--- src/rtl/imem_loader_pkg.sv ---
// Shared types and constants for the instruction-memory loader.
// The CSUM state only exists when IMEM_LOADER_CSUM_EN is defined.
package imem_loader_pkg;

    localparam logic [7:0] SYNC_BYTE  = 8'hA5;
    localparam int         IMEM_DEPTH = 4192;

    typedef enum logic [2:0] {
        ST_IDLE,
        ST_LEN_LO,
        ST_LEN_HI,
        ST_DATA,
`ifdef IMEM_LOADER_CSUM_EN
        ST_CSUM,
`endif
        ST_DONE,
        ST_ERR
    } loader_state_t;

endpackage

--- src/rtl/imem_loader_byte_packer.sv ---
// Packs accepted bytes little-endian into 32-bit words; word_valid pulses the cycle after lane 3.
// Latency: 1 cycle from the 4th byte to word_valid. Backpressure: none, consumes every byte_valid.
// The 2-bit lane counter restarts on clr (frame sync) or rst.
module byte_packer (
    input  logic        clk,
    input  logic        rst,
    input  logic        clr,
    input  logic        byte_valid,
    input  logic [7:0]  byte_data,
    output logic        last_lane,
    output logic        word_valid,
    output logic [31:0] word_data
);

    logic [1:0] lane_q;

    always_ff @(posedge clk) begin
        if (rst) begin
            lane_q     <= 2'd0;
            word_valid <= 1'b0;
            word_data  <= 32'd0;
        end else begin
            word_valid <= 1'b0;
            if (clr) begin
                lane_q <= 2'd0;
            end else if (byte_valid) begin
                word_data[{lane_q, 3'b000} +: 8] <= byte_data;
                lane_q                           <= lane_q + 2'd1;
                word_valid                       <= (lane_q == 2'd3);
            end
        end
    end

    assign last_lane = (lane_q == 2'd3);

endmodule

--- src/rtl/imem_loader.sv ---
// Loads a framed byte stream (A5, LEN, data, CSUM if IMEM_LOADER_CSUM_EN) into instruction RAM and gates CPU reset.
// Latency: RAM write one cycle after a word's 4th byte; status one cycle after the deciding byte.
// Backpressure: none, in_ready is 1 whenever the block is out of reset.
module imem_loader
    import imem_loader_pkg::*;
#(
    parameter int DEPTH = IMEM_DEPTH,
    parameter int AW    = 13
) (
    input  logic          clk,
    input  logic          rst,
    input  logic [7:0]    in_data,
    input  logic          in_valid,
    output logic          in_ready,
    output logic          ram_we,
    output logic [AW-1:0] ram_waddr,
    output logic [31:0]   ram_wdata,
    output logic          cpu_rst_n,
    output logic          load_done,
    output logic          load_err
);

    localparam logic [16:0] DEPTH_W = 17'(DEPTH);

    // State entered once the payload is exhausted.
`ifdef IMEM_LOADER_CSUM_EN
    localparam loader_state_t TAIL_ST = ST_CSUM;
`else
    localparam loader_state_t TAIL_ST = ST_DONE;
`endif

    loader_state_t state_q;
    loader_state_t state_d;

    logic [7:0]    len_lo_q;
    logic [15:0]   len_q;
    logic [AW-1:0] waddr_q;
    logic [15:0]   len_full;
    logic          accept;
    logic          is_sync;
    logic          sync_start;
    logic          data_byte;
    logic          last_lane;
    logic          last_word;
`ifdef IMEM_LOADER_CSUM_EN
    logic [7:0]    csum_q;
`endif

    assign accept     = in_valid && in_ready;
    assign is_sync    = (in_data == SYNC_BYTE);
    assign len_full   = {in_data, len_lo_q};
    assign data_byte  = accept && (state_q == ST_DATA);
    // A5 only resyncs outside a frame; inside DATA/CSUM it is payload.
    assign sync_start = accept && is_sync &&
                        ((state_q == ST_IDLE) || (state_q == ST_DONE) || (state_q == ST_ERR));
    assign last_word  = ((32'(waddr_q) + 32'd1) == 32'(len_q));

    byte_packer u_packer (
        .clk        (clk),
        .rst        (rst),
        .clr        (sync_start),
        .byte_valid (data_byte),
        .byte_data  (in_data),
        .last_lane  (last_lane),
        .word_valid (ram_we),
        .word_data  (ram_wdata)
    );

    always_ff @(posedge clk) begin
        if (rst) begin
            state_q <= ST_IDLE;
        end else begin
            state_q <= state_d;
        end
    end

    always_comb begin
        state_d = state_q;
        if (accept) begin
            case (state_q)
                ST_IDLE, ST_DONE, ST_ERR: begin
                    if (is_sync) state_d = ST_LEN_LO;
                end
                ST_LEN_LO: state_d = ST_LEN_HI;
                ST_LEN_HI: begin
                    if ({1'b0, len_full} > DEPTH_W) state_d = ST_ERR;
                    else if (len_full == 16'd0)     state_d = TAIL_ST;
                    else                            state_d = ST_DATA;
                end
                ST_DATA: begin
                    if (last_lane && last_word) state_d = TAIL_ST;
                end
`ifdef IMEM_LOADER_CSUM_EN
                ST_CSUM: state_d = (in_data == csum_q) ? ST_DONE : ST_ERR;
`endif
                default: state_d = ST_IDLE;
            endcase
        end
    end

    always_comb begin
        load_done = 1'b0;
        load_err  = 1'b0;
        cpu_rst_n = 1'b0;
        case (state_q)
            ST_DONE: begin
                load_done = 1'b1;
                cpu_rst_n = 1'b1;
            end
            ST_ERR:  load_err = 1'b1;
            default: ;
        endcase
    end

    always_ff @(posedge clk) begin
        if (rst) begin
            in_ready <= 1'b0;
            len_lo_q <= 8'd0;
            len_q    <= 16'd0;
            waddr_q  <= '0;
        end else begin
            in_ready <= 1'b1;
            // Address advances after each write strobe; a new frame restarts at word 0.
            if (sync_start) begin
                waddr_q <= '0;
            end else if (ram_we) begin
                waddr_q <= waddr_q + 1'b1;
            end
            if (accept && (state_q == ST_LEN_LO)) len_lo_q <= in_data;
            if (accept && (state_q == ST_LEN_HI)) len_q    <= len_full;
        end
    end

`ifdef IMEM_LOADER_CSUM_EN
    always_ff @(posedge clk) begin
        if (rst) begin
            csum_q <= 8'd0;
        end else if (sync_start) begin
            csum_q <= 8'd0;
        end else if (data_byte) begin
            csum_q <= csum_q ^ in_data;
        end
    end
`endif

    assign ram_waddr = waddr_q;

endmodule

--- config.mk ---
export PLATFORM = sky130hd
export DESIGN_NAME = imem_loader
export DESIGN_NICKNAME = d
export VERILOG_FILES = /design/src/rtl/imem_loader_pkg.sv /design/src/rtl/imem_loader_byte_packer.sv /design/src/rtl/imem_loader.sv
export SDC_FILE = /design/constraint.sdc
export NUM_CORES = 1
export LEC_CHECK = 0
export BUFFER_PORTS_ARGS = -buffer_cell sky130_fd_sc_hd__buf_2
export CAP_MARGIN = 20
export CORE_AREA = 2 2 93 95
export DETAILED_ROUTE_END_ITERATION = 10
export DIE_AREA = 0 0 95 97
export PLACE_DENSITY = 0.62
export SLEW_MARGIN = 20
export SYNTH_ARGS = -nofsm -noshare
export SYNTH_HDL_FRONTEND = slang
export SYNTH_SLANG_ARGS = --single-unit
--- constraint.sdc ---
create_clock -name clk -period 4 [get_ports clk]
set_input_delay 0.6 -clock clk [delete_from_list [all_inputs] [get_ports clk]]
set_output_delay 0.6 -clock clk [all_outputs]
set_load 0.1 [all_outputs]
==> reports/summary.txt <==
Area growth syn-to-layout: 13.6%
kind of critical path: flip-flop to flip-flop
Syn. warnings: 0
Sink Count: 76
final net count: 494
DRC errors left: 0
Critical R2R Launch: ram_waddr[0]
Setup crit start: ram_waddr[0]
ys flop type: dfxtp_1
syn_nets: 450
DRT iter0 DRCs: 158
placed cells: 570
Post-Synth Adder-Cell Area: 2.45%
hold crit path type: flip-flop to flip-flop
ANT nets after route: 0
Initial Util: 44.0%
Post-Route Utilization: 50.0%
TNS Setup: 0 ns
depth of the CTS H-tree: 3
Die W: 95 um
Post-CTS Setup Bufs: 0
Via Count: 3073
CTS buffer count: 9
pwr dens: 350 nW/um2
RSZ-0062 raised after global routing: no
Synth cell types: 46
die area: 9220 um2
CP max FO: 10
Clock Latency Late Sink: 0.35 ns
dpl cell area: 3850 um2
Fin Clk Skew: 0.0115 ns
Clock Tree Buf Depth: 2
Hold-fix buffers, CTS: 0
#FFs+latches synth: 76
Fmax: 0.379 GHz
Seq/Total Area, Yosys: 42.5%
final instance area: 4060 um2
worst vdd ir: 0.000158 V
hold violation total from the final report: 0
Port-buffer cells: 60
Max Cap Viol: 0
Mapped Avg Cell Area: 8.28 um2
multiplexer area fraction after synthesis: 2.80%
HP Start: u_packer.word_data[10]
DP HPWL: 5780 um
asr flop ratio synth: 0%
I/O pin total: 61
post-synthesis simple-gate area fraction: 27.6%
DR vias/cell: 5.24
Req. time, crit path: 4.29 ns
drt wl/cell: 14.7 um
clock-pin slew on the worst setup and hold paths: 0.09 ns
share of cells above drive strength 1: 17.9%
post-layout min period: 2.64 ns
vias in the first global route: 2860
Cells after Synth: 432
# diodes: 0
Setup Slack @ Placement: 1.42 ns
drt total wl: 8590 um
xor and xnor fraction of the mapped netlist area: 6.85%
Final setup viols: 0
Synth Area in Compound Gates: 12.1%
drt pass-1 iters: 4
RD Place Congestion: 0.807
Final WS setup: 1.36 ns
crit start category: flip-flop
die height: 97 um
crit path DAT: 2.92 ns
final slew viol count: 0
clock root cell: clkbuf_8
post-cts resize count: 0
global route total overflow: 0
Syn Std Cell Area: 3580 um2
pin count of the biggest net entering global routing: 58
clock tree from TritonCTS: done
Max transition margin: 35.3%
first-pass GRT wire length: 14100 um
total power: 1.42 mW
Core Footprint: 8130 um2
status: finished clean
largest family of logic cells by synthesized area: simple AND/OR/NAND/NOR gates
row cnt: 33
initial antenna violation count: 0
Slew @ Worst Pin: 0.963 ns
Critical Path End Type: flip-flop
Final Cycle Share: 66.0%
Finished Layout Cells: 586
WHS: 0.449 ns
Lkg Pwr: 1.59 nW
GR Util All Layers: 19.2%
EDFF count, synth: 0
## worst paths after layout
path | endpoint | slack, ns | cells past startpoint
hold reg to reg | u_packer.word_data[10] | 0.45 | 2
hold / removal | u_packer.word_data[10] | 0.45 | 2
setup / recovery | state_q[2] | 1.36 | 7
setup reg to reg | state_q[2] | 1.36 | 7
## worst max-delay path, cell delays in order, from the launching register on
cell     delay (ns)
dfxtp_1        0.47
ha_1           0.27
and3_1         0.43
nand4_4        0.13
or3_1          0.38
a32o_1         0.25
o41ai_4        0.42
a41o_1         0.21
## report_power, final
part,switching (mW),internal (mW),leakage [nW],total [mW]
Clock,0.283,0.340,0.110,0.623
Combinational,0.0329,0.00839,0.871,0.0413
Sequential,0.000307,0.756,0.612,0.757
## metal layers
layer	vias up	share of wire, %	GRT usage (%)
li1	1555	-	-
met1	1430	48	25.8
met2	73	46	30.6
met3	15	4.7	3.89
met4	0	1.7	6.35
met5	-	0	0
## synth_stat cells (all sizes together) (2+ instances only)
library cell	count	area, um2
a21oi	56	280
a31oi	2	12.5
and2	5	31.3
and3	9	60.1
and4	2	17.5
buf	11	103
clkbuf	20	86.3
dfxtp	76	1520
ha	7	87.6
inv	4	15.0
mux2i	10	100
nand2	82	308
nand2b	2	12.5
nand3	40	200
nand4	7	58.8
nor2	28	105
nor2b	5	31.3
nor3	3	15.0
nor3b	5	37.5
nor4	2	12.5
nor4b	2	17.5
o21ai	7	35.0
o41ai	2	43.8
or3	7	43.8
xnor2	14	123
xor2	14	123
## logic make-up after synthesis
| group | Yosys count |
|---|---|
| flip-flops | 76 |
| XOR/XNOR | 28 |
| adder cells (fa/ha/maj) | 7 |
| buffers and inverters | 35 |
| AO/OA/AOI/OAI | 73 |
| AND/OR/NAND/NOR | 203 |
| multiplexers | 10 |
## cell usage in the layout, fill, tap and decap left out, types with 2 or more instances in the layout
cell	Yosys	layout
and3_1	6	6
and2_1	5	5
clkbuf_8	1	12
nand2b_1	2	2
or3_1	7	7
and4_1	2	2
xor2_1	14	14
inv_1	4	4
nor3b_1	5	5
xnor2_1	14	14
nor3_1	3	3
a31oi_1	2	2
nor2b_1	5	5
nand4_1	6	6
buf_2	1	60
a21oi_1	56	56
ha_1	7	7
buf_4	3	4
dfxtp_1	76	76
and3_2	3	3
o21ai_0	6	6
nand2_1	82	82
nor2_1	28	28
nor4_1	2	2
nor4b_1	2	2
mux2i_1	10	10
nand3_1	40	40
## registers in the layout (all words and copies together) (netlist names)
signal	count
len_lo_q	8
len_q	16
state_q	3
ram_waddr	13
in_ready	1
u_packer.lane_q	2
u_packer.word_valid	1
u_packer.word_data	32
## area by class of cell
class                      instances  area, um2
fill                             794       4070
inverter                           4       15.0
clock inverter                     3       43.8
sequential                        76       1520
timing repair buffer              64        330
multi-input combinational        321       1850
clock buffer                      13        169
tap                              105        131
(Power assumes the default switching activity.)
